==> config.mk <==
export PLATFORM = sky130hd
export DESIGN_NAME = seven_segment_reader
export DESIGN_NICKNAME = d
export VERILOG_FILES = /design/src/rtl/seven_segment_reader.sv
export SDC_FILE = /design/constraint.sdc
export NUM_CORES = 1
export LEC_CHECK = 0
export ABC_AREA = 1
export CORE_MARGIN = 2
export CORE_UTILIZATION = 54
export DETAILED_ROUTE_END_ITERATION = 7
export PLACE_DENSITY = 0.79
export SLEW_MARGIN = 20
export SYNTH_ARGS = -nofsm -noshare
export SYNTH_HDL_FRONTEND = slang
export SYNTH_SLANG_ARGS = --single-unit
export TNS_END_PERCENT = 30
==> constraint.sdc <==
create_clock -name clock -period 3.38 [get_ports clock]
set_input_delay 0.676 -clock clock [delete_from_list [all_inputs] [get_ports clock]]
set_output_delay 0.676 -clock clock [all_outputs]
set_load 0.05 [all_outputs]
==> src/rtl/seven_segment_reader.sv <==
// seven_segment_reader
//
// Snoops a time-multiplexed, active-low seven-segment display bus and
// recovers one BCD value per digit. A digit is captured once its enable
// and segment pattern have been seen unchanged for STABLE_CYCLES
// consecutive samples. Intervals with zero or several enables low are
// treated as inter-digit gaps.
//
// Parameters:
//   NUM_DIGITS    number of multiplexed digits (1..8)
//   STABLE_CYCLES identical samples needed before a capture (1..15)
//
// Ports:
//   clock        in   system clock, rising edge
//   reset_L      in   asynchronous active-low reset
//   segment      in   [6:0] active-low segments, bit 6 = g ... bit 0 = a
//   digit_en_L   in   [NUM_DIGITS-1:0] active-low digit enables
//   bcd_out      out  [4*NUM_DIGITS-1:0] recovered values, digit i at [4i+3:4i]
//   blank        out  [NUM_DIGITS-1:0] digit last captured as all-off
//   error        out  [NUM_DIGITS-1:0] digit last captured as undecodable
//   update       out  one-cycle pulse following each capture
//   frame_valid  out  one-cycle pulse when every digit has been captured
//
// Build option:
//   SEVSEG_HEX_EN  when defined, the patterns A b C d E F decode to 10..15
//                  instead of being flagged as errors.

module seven_segment_reader #(
  parameter int unsigned NUM_DIGITS    = 4,
  parameter int unsigned STABLE_CYCLES = 3
) (
  input  logic                      clock,
  input  logic                      reset_L,
  input  logic [6:0]                segment,
  input  logic [NUM_DIGITS-1:0]     digit_en_L,
  output logic [4*NUM_DIGITS-1:0]   bcd_out,
  output logic [NUM_DIGITS-1:0]     blank,
  output logic [NUM_DIGITS-1:0]     error,
  output logic                      update,
  output logic                      frame_valid
);

  localparam int unsigned SampleW  = NUM_DIGITS + 7;
  localparam logic [3:0]  StableN  = 4'(STABLE_CYCLES);

  typedef enum logic [1:0] {
    StIdle,
    StSettle,
    StCaptured
  } state_e;

  // Decoded pattern packed as {blank, error, value}.
  function automatic logic [5:0] f_decode(input logic [6:0] seg);
    logic [5:0] res;
    case (seg)
      7'h40:   res = {2'b00, 4'd0};
      7'h79:   res = {2'b00, 4'd1};
      7'h24:   res = {2'b00, 4'd2};
      7'h30:   res = {2'b00, 4'd3};
      7'h19:   res = {2'b00, 4'd4};
      7'h12:   res = {2'b00, 4'd5};
      7'h02:   res = {2'b00, 4'd6};
      7'h78:   res = {2'b00, 4'd7};
      7'h00:   res = {2'b00, 4'd8};
      7'h18:   res = {2'b00, 4'd9};
`ifdef SEVSEG_HEX_EN
      7'h08:   res = {2'b00, 4'd10};
      7'h03:   res = {2'b00, 4'd11};
      7'h46:   res = {2'b00, 4'd12};
      7'h21:   res = {2'b00, 4'd13};
      7'h06:   res = {2'b00, 4'd14};
      7'h0E:   res = {2'b00, 4'd15};
`endif
      7'h7F:   res = {2'b10, 4'hF};
      default: res = {2'b01, 4'hF};
    endcase
    return res;
  endfunction

  // Registered bus sample and the sample the FSM looked at one cycle earlier.
  logic [SampleW-1:0]      r_sample;
  logic [SampleW-1:0]      r_prev;

  state_e                  r_state;
  state_e                  w_state_d;
  logic [3:0]              r_count;
  logic [3:0]              w_count_d;
  logic                    w_capture;

  logic [4*NUM_DIGITS-1:0] r_bcd;
  logic [4*NUM_DIGITS-1:0] w_bcd_d;
  logic [NUM_DIGITS-1:0]   r_blank;
  logic [NUM_DIGITS-1:0]   w_blank_d;
  logic [NUM_DIGITS-1:0]   r_error;
  logic [NUM_DIGITS-1:0]   w_error_d;
  logic [NUM_DIGITS-1:0]   r_seen;
  logic [NUM_DIGITS-1:0]   w_seen_d;
  logic [NUM_DIGITS-1:0]   w_seen_set;
  logic                    r_update;
  logic                    r_frame;
  logic                    w_frame;

  logic [NUM_DIGITS-1:0]   w_sel;
  logic [3:0]              w_ones;
  logic                    w_onehot;
  logic                    w_changed;
  logic [5:0]              w_dec;

  // Enables are active-low, so the selected digit is the single high bit of w_sel.
  assign w_sel     = ~r_sample[SampleW-1:7];
  assign w_changed = (r_sample != r_prev);
  assign w_dec     = f_decode(r_sample[6:0]);

  always_comb begin
    w_ones = '0;
    for (int i = 0; i < int'(NUM_DIGITS); i++) begin
      w_ones = w_ones + {3'b000, w_sel[i]};
    end
    w_onehot = (w_ones == 4'd1);
  end

  // Dwell tracking: the counter holds the length of the current run of
  // identical one-hot samples; capture fires when it reaches StableN.
  always_comb begin
    w_state_d = r_state;
    w_count_d = r_count;
    w_capture = 1'b0;

    unique case (r_state)
      StIdle: begin
        if (w_onehot) begin
          w_state_d = StSettle;
          w_count_d = 4'd1;
        end else begin
          w_count_d = '0;
        end
      end
      StSettle: begin
        if (!w_onehot) begin
          w_state_d = StIdle;
          w_count_d = '0;
        end else if (w_changed) begin
          w_count_d = 4'd1;
        end else begin
          w_count_d = r_count + 4'd1;
        end
      end
      StCaptured: begin
        if (w_changed) begin
          if (w_onehot) begin
            w_state_d = StSettle;
            w_count_d = 4'd1;
          end else begin
            w_state_d = StIdle;
            w_count_d = '0;
          end
        end
      end
      default: begin
        w_state_d = StIdle;
        w_count_d = '0;
      end
    endcase

    // Shared capture check so STABLE_CYCLES = 1 captures on the first valid sample.
    if (w_state_d == StSettle && w_count_d >= StableN) begin
      w_capture = 1'b1;
      w_state_d = StCaptured;
    end
  end

  always_comb begin
    w_bcd_d    = r_bcd;
    w_blank_d  = r_blank;
    w_error_d  = r_error;
    w_seen_d   = r_seen;
    w_seen_set = r_seen | w_sel;
    w_frame    = 1'b0;

    if (w_capture) begin
      for (int i = 0; i < int'(NUM_DIGITS); i++) begin
        if (w_sel[i]) begin
          w_bcd_d[4*i +: 4] = w_dec[3:0];
          w_blank_d[i]      = w_dec[5];
          w_error_d[i]      = w_dec[4];
        end
      end
      // Completing the mask reports the frame and starts a new one.
      w_frame  = &w_seen_set;
      w_seen_d = w_frame ? '0 : w_seen_set;
    end
  end

  always_ff @(posedge clock or negedge reset_L) begin
    if (!reset_L) begin
      r_sample <= '1;
      r_prev   <= '1;
      r_state  <= StIdle;
      r_count  <= '0;
      r_bcd    <= '1;
      r_blank  <= '1;
      r_error  <= '0;
      r_seen   <= '0;
      r_update <= 1'b0;
      r_frame  <= 1'b0;
    end else begin
      r_sample <= {digit_en_L, segment};
      r_prev   <= r_sample;
      r_state  <= w_state_d;
      r_count  <= w_count_d;
      r_bcd    <= w_bcd_d;
      r_blank  <= w_blank_d;
      r_error  <= w_error_d;
      r_seen   <= w_seen_d;
      r_update <= w_capture;
      r_frame  <= w_frame;
    end
  end

  assign bcd_out     = r_bcd;
  assign blank       = r_blank;
  assign error       = r_error;
  assign update      = r_update;
  assign frame_valid = r_frame;

endmodule

# Yosys cells after proc, flatten, opt, wreduce, memory -nomap -nowiden
# Cells that the tools add are included.
# classes
eq_ne,15
bitwise,2
addsub,4
mux,15
reduce_logical,8
order_cmp,1
# ops
op,n
6-bit case mux with 11 select lines,1
7-bit == test (second input constant),4
7-bit by 5-bit == test with 1-bit output (second input constant),3
4-bit 2-to-1 mux,4
7-bit by 6-bit == test with 1-bit output (second input constant),2
4-bit case mux with 3 select lines,1
11-bit != test,1
2-bit 2-to-1 mux,4
2-bit AND reduction,4
7-bit by 2-bit == test with 1-bit output (second input constant),1
7-bit logical NOT,1
2-bit case mux with 3 select lines,1
3-bit by 1-bit adder with 4-bit output,1
4-bit by 1-bit adder with 4-bit output (second input constant),1
2-bit by 1-bit == test with 1-bit output (second input constant),2
4-bit by 1-bit == test with 1-bit output (second input constant),1
4-bit by 2-bit greater-or-equal comparator with 1-bit output (second input constant),1
1-bit 2-to-1 mux,4
4-bit inverter,1
4-bit OR,1
4-bit AND reduction,1
2-bit by 1-bit adder with 3-bit output,1
1-bit by 1-bit adder with 2-bit output,1
2-bit == test (second input constant),1
other kinds (2),2
# word_totals
register_bits,58
elab_cells,64
out_inout_bits,26
in_bits,13

# Depth between registers and ports, before layout
# Gate-level depths: netlist of the first run.
# logic_depth
ltp_word,12
ltp_mapped,15
mapped_depth_nobuf,14

# Worst setup path after synthesis of the first run
# No wires, ideal clock.
# synth_path
path_type,register -> register
from,register r_sample[7]
to,register r_error[3] (netlist: error[3])
period_less_slack_ps,2684
setup_time_ps,119
t_required_ps,3261
n_path_buf,1
t_arrival_ps,2565
slack_ps,696
path_stages_with_launch,16
cell_sequence,dfstp_2 > fa_1 > inv_1 > ha_1 > ha_1 > nor3_2 > nand2_1 > nor2_2 > nand2_1 > nand2_2 > nand2_2 > nand2_4 > buf_12 > nand3_4 > nand2_1 > nand2_1
# synth_via
elab_cells_between_ends,21
cone_classes,3 x add/sub; 1 x order compare; 3 x eq/ne; 11 x mux; 1 x bitwise; 2 x reduce/logical
# synth_lines
element,line_no,text
start: declaration,81,logic [SampleW-1:0] r_sample;
start signal: assignment,207,"r_sample <= {digit_en_L, segment};"
4-bit inverter,110,assign w_sel = ~r_sample[SampleW-1:7];
1-bit by 1-bit adder with 2-bit output,117,"w_ones = w_ones + {3'b000, w_sel[i]};"
2-bit by 1-bit adder with 3-bit output,117,
3-bit by 1-bit adder with 4-bit output,117,
4-bit by 1-bit == test with 1-bit output,119,w_onehot = (w_ones == 4'd1);
4-bit 2-to-1 mux,139,if (!w_onehot) begin
4-bit case mux with 3 select lines (*),129,unique case (r_state)
net w_count_d[1],87,logic [3:0] w_count_d;
4-bit by 2-bit greater-or-equal comparator with 1-bit output (*),166,if (w_state_d == StSettle && w_count_d >= StableN) begin
1-bit logical AND (*),166,
1-bit 2-to-1 mux (*),166,
2-bit AND reduction (no line) (*),--,
end signal: assignment,213,r_error <= w_error_d;
end: declaration,94,logic [NUM_DIGITS-1:0] r_error;
# The timed path passes the listed nets; every way through them passes the cells marked *.
# A chain may end at the register's enable or synchronous reset.

# Worst setup path in the final report of the first run
# layout_path
from,register r_sample[8]
to,register r_error[2] (netlist: error[2])
# Same word-level chain as after synthesis.

==> results of run 1 <==
[cells by family after synthesis]
family	Yosys count	share of synthesized area
adder cells (fa/ha/maj)	4	0.02030
XOR/XNOR	6	0.01854
AO/OA/AOI/OAI	13	0.02560
flip-flops	58	0.5304
buffers and inverters	43	0.06928
AND/OR/NAND/NOR	193	0.3358
[area by class of cell]
| type | instances | area, µm² |
|---|---|---|
| Fill cell | 427 | 1643 |
| Sequential cell | 58 | 1504 |
| Multi-Input combinational cell | 216 | 1135 |
| Timing Repair Buffer | 41 | 397.9 |
| Clock buffer | 16 | 170.2 |
| Inverter | 36 | 137.6 |
| Tap cell | 70 | 87.58 |
[power groups by stage]
stage | Clock, W | Combinational [W] | Sequential [W]
after floorplan | 0 | 0.0000943 | 0.000751
after global placement | 0 | 0.000135 | 0.000754
after detailed placement | 0 | 0.000139 | 0.000755
after CTS | 0.000568 | 0.000140 | 0.000746
after global routing | 0.000603 | 0.000158 | 0.000749
final | 0.000553 | 0.000140 | 0.000746
[worst max-delay path: cells and delay by family, from the launching register on]
kind,cells,cell delay (ns)
adder cells (fa/ha/maj),3,0.80
buffers and inverters,1,0.08
AND/OR/NAND/NOR,10,1.56
flip-flops,1,0.58
[layer usage]
layer / vias to the layer above / routed length [µm] / track usage
li1: 1126 / - / -
met1: 1046 / 2536 / 0.2775
met2: 67 / 2793 / 0.3602
met3: 2 / 321 / 0.05569
met4: 0 / 25 / 0.08364
met5: - / 0 / 0
[synthesized netlist by cell type, drive strengths merged]
library cell	count	area share
buf	5	0.018
clkbuf	2	0.0026
clkinv	3	0.0049
dfrtp	16	0.14
dfstp	42	0.39
fa	1	0.0071
ha	3	0.013
inv	33	0.044
nand2	110	0.15
nand3	24	0.062
nand4	30	0.068
nor2	19	0.033
nor3	7	0.014
nor4	2	0.0044
o211a	1	0.0035
o21ai	10	0.018
o22ai	2	0.0044
or2	1	0.0022
xnor2	3	0.0093
xor2	3	0.0093
[path summary, 6_finish.rpt]
path	endpoint	depth (start not counted)
setup / recovery	error[2]	14
max in group asynchronous	r_prev[8]	2
min in group clock	r_prev[9]	0
hold / removal	error[2]	1
hold reg to reg	r_prev[9]	0
setup reg to reg	error[2]	14
[registers in the layout, summed over array words and instances (netlist names)]
register	cells
r_prev	11
error	4
r_state	2
r_sample	11
update	1
blank	4
r_seen	4
bcd_out	16
frame_valid	1
r_count	4
[stage by stage]
| stage | power (W) | util | worst slack (ns) | hold WS, ns | instances |
|---|---|---|---|---|---|
| final | 0.001440 | 0.6763 | 0.2750 | 0.2845 | 437 |
| after global routing | 0.001510 | 0.6763 | 0.09528 | 0.2900 | 437 |
| after CTS | 0.001454 | 0.6763 | 0.3105 | 0.2772 | 437 |
| after detailed placement | 0.0008944 | 0.6428 | 0.3487 | 0.3683 | 421 |
| after global placement | 0.0008896 | 0.6428 | 0.4473 | 0.3631 | 421 |
| after floorplan | 0.0008450 | - | 0.6955 | 0.3606 | 317 |
==> metrics.md, run 1 <==
| Metric | Value |
|---|---|
| DRT iter0 DRCs | `147` |
| Routability congestion estimate from global placement | `0.8462` |
| Cts repair resizes | `0` |
| GRT overflow | `0` |
| P_int | `0.001076 W` |
| Largest net degree at the start of global routing | `31` |
| CTS Sinks | `58` |
| Type of the tightest min-delay check | `input pin to asynchronous set/reset pin` |
| Clock latency on the worst-skew pair | `0.33 ns` |
| Initial core utilization | `0.5587` |
| Unique masters post-synth | `33` |
| Net Sw Power | `0.0003637 W` |
| Register area share after synthesis | `0.5305` |
| Vias per cell | `5.128` |
| Critical Path AT | `3.33 ns` |
| Port Buffers | `38` |
| GRT Util Overall | `0.2184` |
| Worst path most repeated cell | `nand2_1` |
| Reg clk slew, reported paths | `0.06 ns` |
| Vias in the first global route | `2240` |
| Full die area | `5846 µm²` |
| Worst setup startpoint | `r_sample[8]` |
| Core Rows | `26` |
| Ant. Diodes | `0` |
| Num CTS Buffers | `9` |
| Max Clock Freq | `0.3221 GHz` |
| Net Sw Frac | `0.2526` |
| CTS tree | `done` |
| Vias post-DR | `2241` |
| Status | `complete, no violations` |
| Root buffer cell | `clkbuf_8` |
| Post-DP Area | `3262 µm²` |
| First-pass GRT wire length | `10050 µm` |
| Clk pwr share | `0.384` |
| Critical path class | `flip-flop to flip-flop` |
| Routed wire length | `5676 µm` |
| Hold Vio Cnt, Final | `0` |
| Syn nets | `334` |
| Commonest non-fill, non-tap cells in the layout | `105 x nand2_1, 42 x dfstp_2, 37 x clkdlybuf4s50_1` |
| RSZ-0062 raised after global routing | `no` |
| Drt wl/cell | `12.99 µm` |
| WP data required | `3.60 ns` |
| R2R Path Start | `r_sample[8]` |
| Critical path's slowest cell | `dfstp_2` |
| Setup Total Neg Slack | `0 ns` |
| Fin crit share | `0.9186` |
| Leak | `1.581 nW` |
| Pwr/cell area | `419.5 nW/µm²` |
| Cell Chain, Critical Path | `fa_1, inv_1, ha_1, ha_1, nor3_2, nand2_1, nor2_2, nand2_1, nand2_2, nand2_2, nand2_4, nand3_4, nand2_1, nand2_1` |
| Pins over their slew limit | `0` |
| Antenna violations before repair | `0` |
| H-tree depth | `3` |
| Setup slack, reg-to-reg | `0.28 ns` |
| Total iterations of the first detailed-routing run | `4` |
| Slowest stage delay, CP | `0.58 ns` |
| Detailed Place HPWL | `4104 µm` |
| Setup bufs post-CTS | `0` |
| Avg Cell Area, Syn | `8.944 µm²` |
| Maximum vdd drop | `0.0002963 V` |
| Comb pwr share | `0.098` |
| Die H | `76.46 µm` |
| Yosys warning count | `0` |
| Final setup fails | `0` |
| Hold_buf cts | `0` |
| Post-layout nets | `379` |
| Commonest non-fill, non-tap cell in the layout | `nand2_1` |
| Yosys reg bits | `58` |
| Die Width | `76.46 µm` |
| Core box area | `5075 µm²` |
| Drt drc | `0` |
| CP Capture Type | `flip-flop` |
| Critical path peak fanout | `30` |
| Syn-to-layout area delta | `21.05%` |
| Skew final | `0.008508 ns` |
| Post-Syn Area | `2835 µm²` |
| Post-route ant nets | `0` |
| Flop pwr share | `0.518` |
| Final instance area | `3432 µm²` |
| Final min period | `3.105 ns` |
| Max Buffers Root-to-Sink | `2` |
| Maximum capacitance violations | `0` |
| Startpoint types | `flip-flop` |
| Worst slew margin | `0.6585` |
| Least-Margin Pin Slew | `0.5107 ns` |
| Share of layout cells above drive strength 1 | `0.2207` |
| IO Count | `39` |
| Cells after synthesis | `317` |
Note: power is estimated with default switching activity, not from simulation.
==> run 2, diff against run 1 <==
Settings changed: ABC_AREA 1 to not set, MAX_ROUTING_LAYER set to met4, REMOVE_ABC_BUFFERS set to 1.
==> metrics.md, run 2 <==
| Metric | Value |
|---|---|
| Ant. Diodes | `0` |
| Register area share after synthesis | `0.5630` |
| CTS tree | `done` |
| Setup Total Neg Slack | `0 ns` |
| Hold_buf cts | `0` |
| Post-DP Area | `3109 µm²` |
| Core box area | `4755 µm²` |
| Unique masters post-synth | `49` |
| Ys flop type | `dfstp_2` |
| Commonest non-fill, non-tap cells in the layout | `42 x dfstp_2, 37 x clkdlybuf4s50_1, 16 x dfrtp_1` |
| Critical path's slowest cell | `dfstp_2` |
| Total iterations of the first detailed-routing run | `4` |
| Cell Chain, Critical Path | `fa_1, inv_1, ha_1, ha_1, nor4b_4, a2bb2oi_1, o21a_2, nor4_4, buf_4, mux2_2` |
| Fin util | `0.7113` |
| Pins over their slew limit | `0` |
| Post-layout nets | `261` |
| Status | `complete, no violations` |
| Routed wire length | `4967 µm` |
| Fin Hold WS | `0.3356 ns` |
| Yosys warning count | `0` |
| GRT overflow | `0` |
| Vias in the first global route | `1747` |
| Core Rows | `25` |
| Largest net degree at the start of global routing | `48` |
| Post-synth EDFFs | `0` |
| Share of layout cells above drive strength 1 | `0.3494` |
| Worst slew margin | `0.6235` |
| CTS Sinks | `58` |
| H-tree depth | `3` |
| Maximum capacitance violations | `0` |
| Max Buffers Root-to-Sink | `2` |
| Number of flip-flops in the largest register | `16` |
| Drt drc | `0` |
| Cell with the most instances after synthesis | `dfstp_2` |
| Top cell family by delay on the critical path | `adder cells` |
| Detailed Place HPWL | `3373 µm` |
| Leak | `1.394 nW` |
| Vias per cell | `5.415` |
| Startpoint types | `flip-flop` |
| Die Width | `74.34 µm` |
| Fin crit share | `0.9484` |
| Cell taking the most area after synthesis | `dfstp_2` |
| Vias post-DR | `1711` |
| Final min period | `3.206 ns` |
| Maximum vdd drop | `0.0003852 V` |
| Routability congestion estimate from global placement | `0.8261` |
| Antenna violations before repair | `0` |
| Post-Syn Area | `2671 µm²` |
| CP Capture Type | `flip-flop` |
| Critical Path AT | `3.42 ns` |
| Clock latency on the worst-skew pair | `0.33 ns` |
| Yosys reg bits | `58` |
| Full die area | `5526 µm²` |
| Slowest stage delay, CP | `0.62 ns` |
| DRT iter0 DRCs | `71` |
| Synth top area share | `0.4131` |
| Root buffer cell | `clkbuf_8` |
| Reg clk slew, reported paths | `0.07 ns` |
| GRT Util Overall | `0.2083` |
| Cells after synthesis | `199` |
| Initial core utilization | `0.5618` |
| Type of the tightest min-delay check | `input pin to asynchronous set/reset pin` |
| Max Clock Freq | `0.3119 GHz` |
| First-pass GRT wire length | `8176 µm` |
| WP data required | `3.59 ns` |
| Largest cells by area after synthesis | `dfstp_2 41%, dfrtp_1 15%, mux2_2 5.5%, nor4_4 4.8%, mux2_1 4.6%` |
| Crit path buf inv count | `2` |
| Avg Cell Area, Syn | `13.42 µm²` |
| Critical path peak fanout | `7` |
| Most frequent cells after synthesis | `42 x dfstp_2, 16 x dfrtp_1, 13 x mux2_2, 13 x xor2_1` |
| IO Count | `39` |
| Least-Margin Pin Slew | `0.5647 ns` |
| Hold Vio Cnt, Final | `0` |
| RSZ-0062 raised after global routing | `no` |
| Worst path most repeated cell | `ha_1` |
| Critical path class | `flip-flop to flip-flop` |
| Pwr/cell area | `492.1 nW/µm²` |
| Commonest non-fill, non-tap cell in the layout | `dfstp_2` |
| Die H | `74.34 µm` |
| Port Buffers | `38` |
| Syn-to-layout area delta | `26.60%` |
| Async S/R FF share, synth | `1.000` |
| Post-route ant nets | `0` |
| Num CTS Buffers | `9` |
| Final setup fails | `0` |
| Final instance area | `3382 µm²` |
| Skew final | `0.005275 ns` |
| Drt wl/cell | `15.72 µm` |
## run 2: timing repair
action                                  in CTS  in global routing
endpoints found under the hold margin        0                  0
setup buffers                                0                  1
resized for setup                            0                  2
endpoints found under the setup margin       0                  6
## run 2: worst register-to-register path, stage by stage (launching register included)
cell and delay [ns]:
dfstp_2 0.62, fa_1 0.44, inv_1 0.06, ha_1 0.13
ha_1 0.26, nor4b_4 0.31, a2bb2oi_1 0.10, o21a_2 0.31
nor4_4 0.29, buf_4 0.21, mux2_2 0.35
## run 2: layout make-up
cell class | instances | area [µm²]
Sequential cell | 58 | 1504
Fill cell | 336 | 1373
Multi-Input combinational cell | 122 | 1089
Timing Repair Buffer | 43 | 415.4
Clock buffer | 12 | 155.1
Clock inverter | 4 | 97.59
Tap cell | 67 | 83.83
Inverter | 10 | 37.54
## run 2: worst paths after layout
path                                  start    endpoint  slack [ns]  cells after the start
worst max-delay path            r_sample[8]    error[2]        0.17                     10
worst min register to register  r_sample[9]   r_prev[9]        0.42                      0
worst min-delay path                reset_L      update        0.34                      1
min in group clock              r_sample[9]   r_prev[9]        0.42                      0
max in group asynchronous           reset_L  bcd_out[8]        2.38                      2
worst max register to register  r_sample[8]    error[2]        0.17                     10
## run 2: power breakdown
part	switching, W	internal, W
sequential	0.0000297	0.000725
combinational	0.0000642	0.0000477
clock	0.000267	0.000530
total	0.000361	0.00130
## run 2: per-stage QoR
| stage | instances | power [W] | setup slack [ns] |
|---|---|---|---|
| final | 316 | 0.001664 | 0.1743 |
| after global routing | 316 | 0.001731 | 0.03218 |
| after CTS | 315 | 0.001673 | 0.06131 |
| after detailed placement | 299 | 0.0008741 | 0.08307 |
| after global placement | 299 | 0.0008705 | 0.2169 |
| after floorplan | 190 | 0.0008263 | 0.3777 |
## run 2: per-layer routing
layer  global-route usage  routed length (µm)  share of wire
met1               0.2563                2181           0.44
met2               0.3323                2544           0.51
met3              0.05420                 149          0.030
met4              0.07937                  91          0.018
met5                    -                   0              0
## run 2: cells by family (layout without fill, tap and decap cells)
group,Yosys count,in the layout,share of synthesized area
compound gates,31,31,0.08619
xor+xnor,14,14,0.04590
fa+ha+maj,4,4,0.02155
buf+inv,19,69,0.03326
flops,58,58,0.5630
mux,24,24,0.1012
simple gates,49,49,0.1489
==> run 3, diff against run 2 <==
Settings changed: ABC_AREA set to 1, PLACE_DENSITY 0.79 to 0.82.
==> metrics.md, run 3 (same netlist as run 1, synthesis figures left out) <==
| Metric | Value |
|---|---|
| Status | `complete, no violations` |
| DRT iter0 DRCs | `186` |
| Maximum capacitance violations | `0` |
| Area of the multi-input gates | `1135 µm²` |
| Root buffer cell | `clkbuf_8` |
| Fin worst setup slack | `0.3171 ns` |
| Core Rows | `26` |
| Commonest non-fill, non-tap cells in the layout | `105 x nand2_1, 42 x dfstp_2, 37 x clkdlybuf4s50_1` |
| Final setup fails | `0` |
| Hold endpoint | `r_prev[9]` |
| Maximum vdd drop | `0.0003398 V` |
| R2R Path End | `error[0]` |
| Cts repair resizes | `0` |
| Hold_buf cts | `0` |
| Seq. cell area | `1504 µm²` |
| Slowest stage delay, CP | `0.57 ns` |
| Num CTS Buffers | `9` |
| Largest net degree at the start of global routing | `44` |
| Setup Total Neg Slack | `0 ns` |
| CP Capture Type | `flip-flop` |
| Critical path class | `flip-flop to flip-flop` |
| Clk pwr share | `0.413` |
| Routability congestion estimate from global placement | `0.9185` |
| IO Count | `39` |
| Drt wl/cell | `13.34 µm` |
| Vias in the first global route | `2271` |
| H-tree depth | `3` |
| First-pass GRT wire length | `10160 µm` |
| Critical path's slowest cell | `dfstp_2` |
| Hold Crit Depth | `0` |
| Comb pwr share | `0.096` |
| Startpoint types | `flip-flop` |
| Share of layout cells above drive strength 1 | `0.2240` |
| Post-layout nets | `378` |
| Setup bufs post-CTS | `0` |
| Total iterations of the first detailed-routing run | `4` |
| Final min period | `3.063 ns` |
| CTS Sinks | `58` |
| Post-route ant nets | `0` |
| Net Sw Frac | `0.2550` |
| Post-placement setup slack | `0.3397 ns` |
| Pwr/cell area | `439.6 nW/µm²` |
| Reg clk slew, reported paths | `0.06 ns` |
| Die Width | `76.46 µm` |
| Initial core utilization | `0.5587` |
| Leak | `1.592 nW` |
| WP data required | `3.61 ns` |
| Port Buffers | `38` |
| Full die area | `5846 µm²` |
| R2R depth | `14` |
| Worst slew margin | `0.3732` |
| Setup slack, reg-to-reg | `0.32 ns` |
| RSZ-0062 raised after global routing | `no` |
| Skew final | `0.008457 ns` |
| Core box area | `5075 µm²` |
| Worst hold start | `r_sample[9]` |
| Max Buffers Root-to-Sink | `2` |
| Number of flip-flops in the largest register | `16` |
| Ant. Diodes | `0` |
| Cell Chain, Critical Path | `fa_1, inv_1, ha_1, ha_1, nor3_2, nand2_1, nor2_2, nand2_1, nand2_2, nand2_2, nand2_4, nand3_4, nand2_1, nand2_1` |
| CTS tree | `done` |
| Vias per cell | `5.326` |
| Type of the tightest min-delay check | `flip-flop to flip-flop` |
| Vias post-DR | `2322` |
| R2R Path Start | `r_sample[8]` |
| Syn-to-layout area delta | `21.89%` |
| Worst path most repeated cell | `nand2_1` |
| Commonest non-fill, non-tap cell in the layout | `nand2_1` |
| Max Clock Freq | `0.3265 GHz` |
| Worst setup startpoint | `r_sample[8]` |
| Routed wire length | `5815 µm` |
| Pins over their slew limit | `0` |
| Hold Vio Cnt, Final | `0` |
| Drt drc | `0` |
| P_int | `0.001132 W` |
| Clock latency on the worst-skew pair | `0.34 ns` |
| Flop pwr share | `0.490` |
| Net Sw Power | `0.0003874 W` |
| GRT overflow | `0` |
| Die H | `76.46 µm` |
| Final-layout fill cell count | `401` |
| Antenna violations before repair | `0` |
| Fin crit share | `0.9062` |
| GRT Util Overall | `0.2281` |
| Detailed Place HPWL | `4009 µm` |
| Critical path peak fanout | `30` |
| Critical Path AT | `3.29 ns` |
| Least-Margin Pin Slew | `0.9403 ns` |
## run 3: final cells by class
class / count / area share
sequential: 58 / 0.4352
multi-input combinational: 216 / 0.3284
timing repair buffer: 40 / 0.1166
clock buffer: 13 / 0.04308
inverter: 36 / 0.03983
tap: 70 / 0.02534
clock inverter: 3 / 0.01159
## run 3: routing by layer
| layer | part of all wire | GRT usage | vias up |
|---|---|---|---|
| li1 | - | - | 1124 |
| met1 | 0.41 | 0.2637 | 1106 |
| met2 | 0.51 | 0.3655 | 78 |
| met3 | 0.051 | 0.05213 | 14 |
| met4 | 0.027 | 0.1345 | 0 |
| met5 | 0 | - | - |
## run 3: power by group through the flow
stage	clock, W	combinational [W]	sequential [W]
CTS	0.000638	0.000147	0.000745
finish	0.000628	0.000147	0.000744
global placement	0	0.000141	0.000754
global route	0.000657	0.000166	0.000748
floorplan	0	0.0000862	0.000751
detailed placement	0	0.000146	0.000755
## run 3: worst max-delay path, delay by kind of cell (launching register included)
family	cells	cell delay, ns
fa+ha+maj	3	0.78
buf+inv	1	0.06
flops	1	0.57
simple gates	10	1.54
## run 3: worst max-delay path by stage
| stage | endpoint | slack (ns) | cells after the start |
|---|---|---|---|
| final | error[0] | 0.32 | 14 |
| after global routing | error[1] | 0.06 | 14 |
| after CTS | error[0] | 0.31 | 14 |
| after detailed placement | error[0] | 0.34 | 14 |
| after global placement | error[3] | 0.44 | 14 |
| after floorplan | r_seen[3] | 0.42 | 10 |
## run 3: stage by stage
step	power, W	hold WS [ns]	std cells	cell area [µm²]	utilization
after floorplan	0.0008369	0.3606	310	2776	-
after global placement	0.0008950	0.3688	420	3267	0.6437
after detailed placement	0.0009009	0.3713	420	3267	0.6437
after CTS	0.001530	0.3810	436	3456	0.6810
after global routing	0.001572	0.3895	436	3456	0.6810
final	0.001519	0.3792	436	3456	0.6810
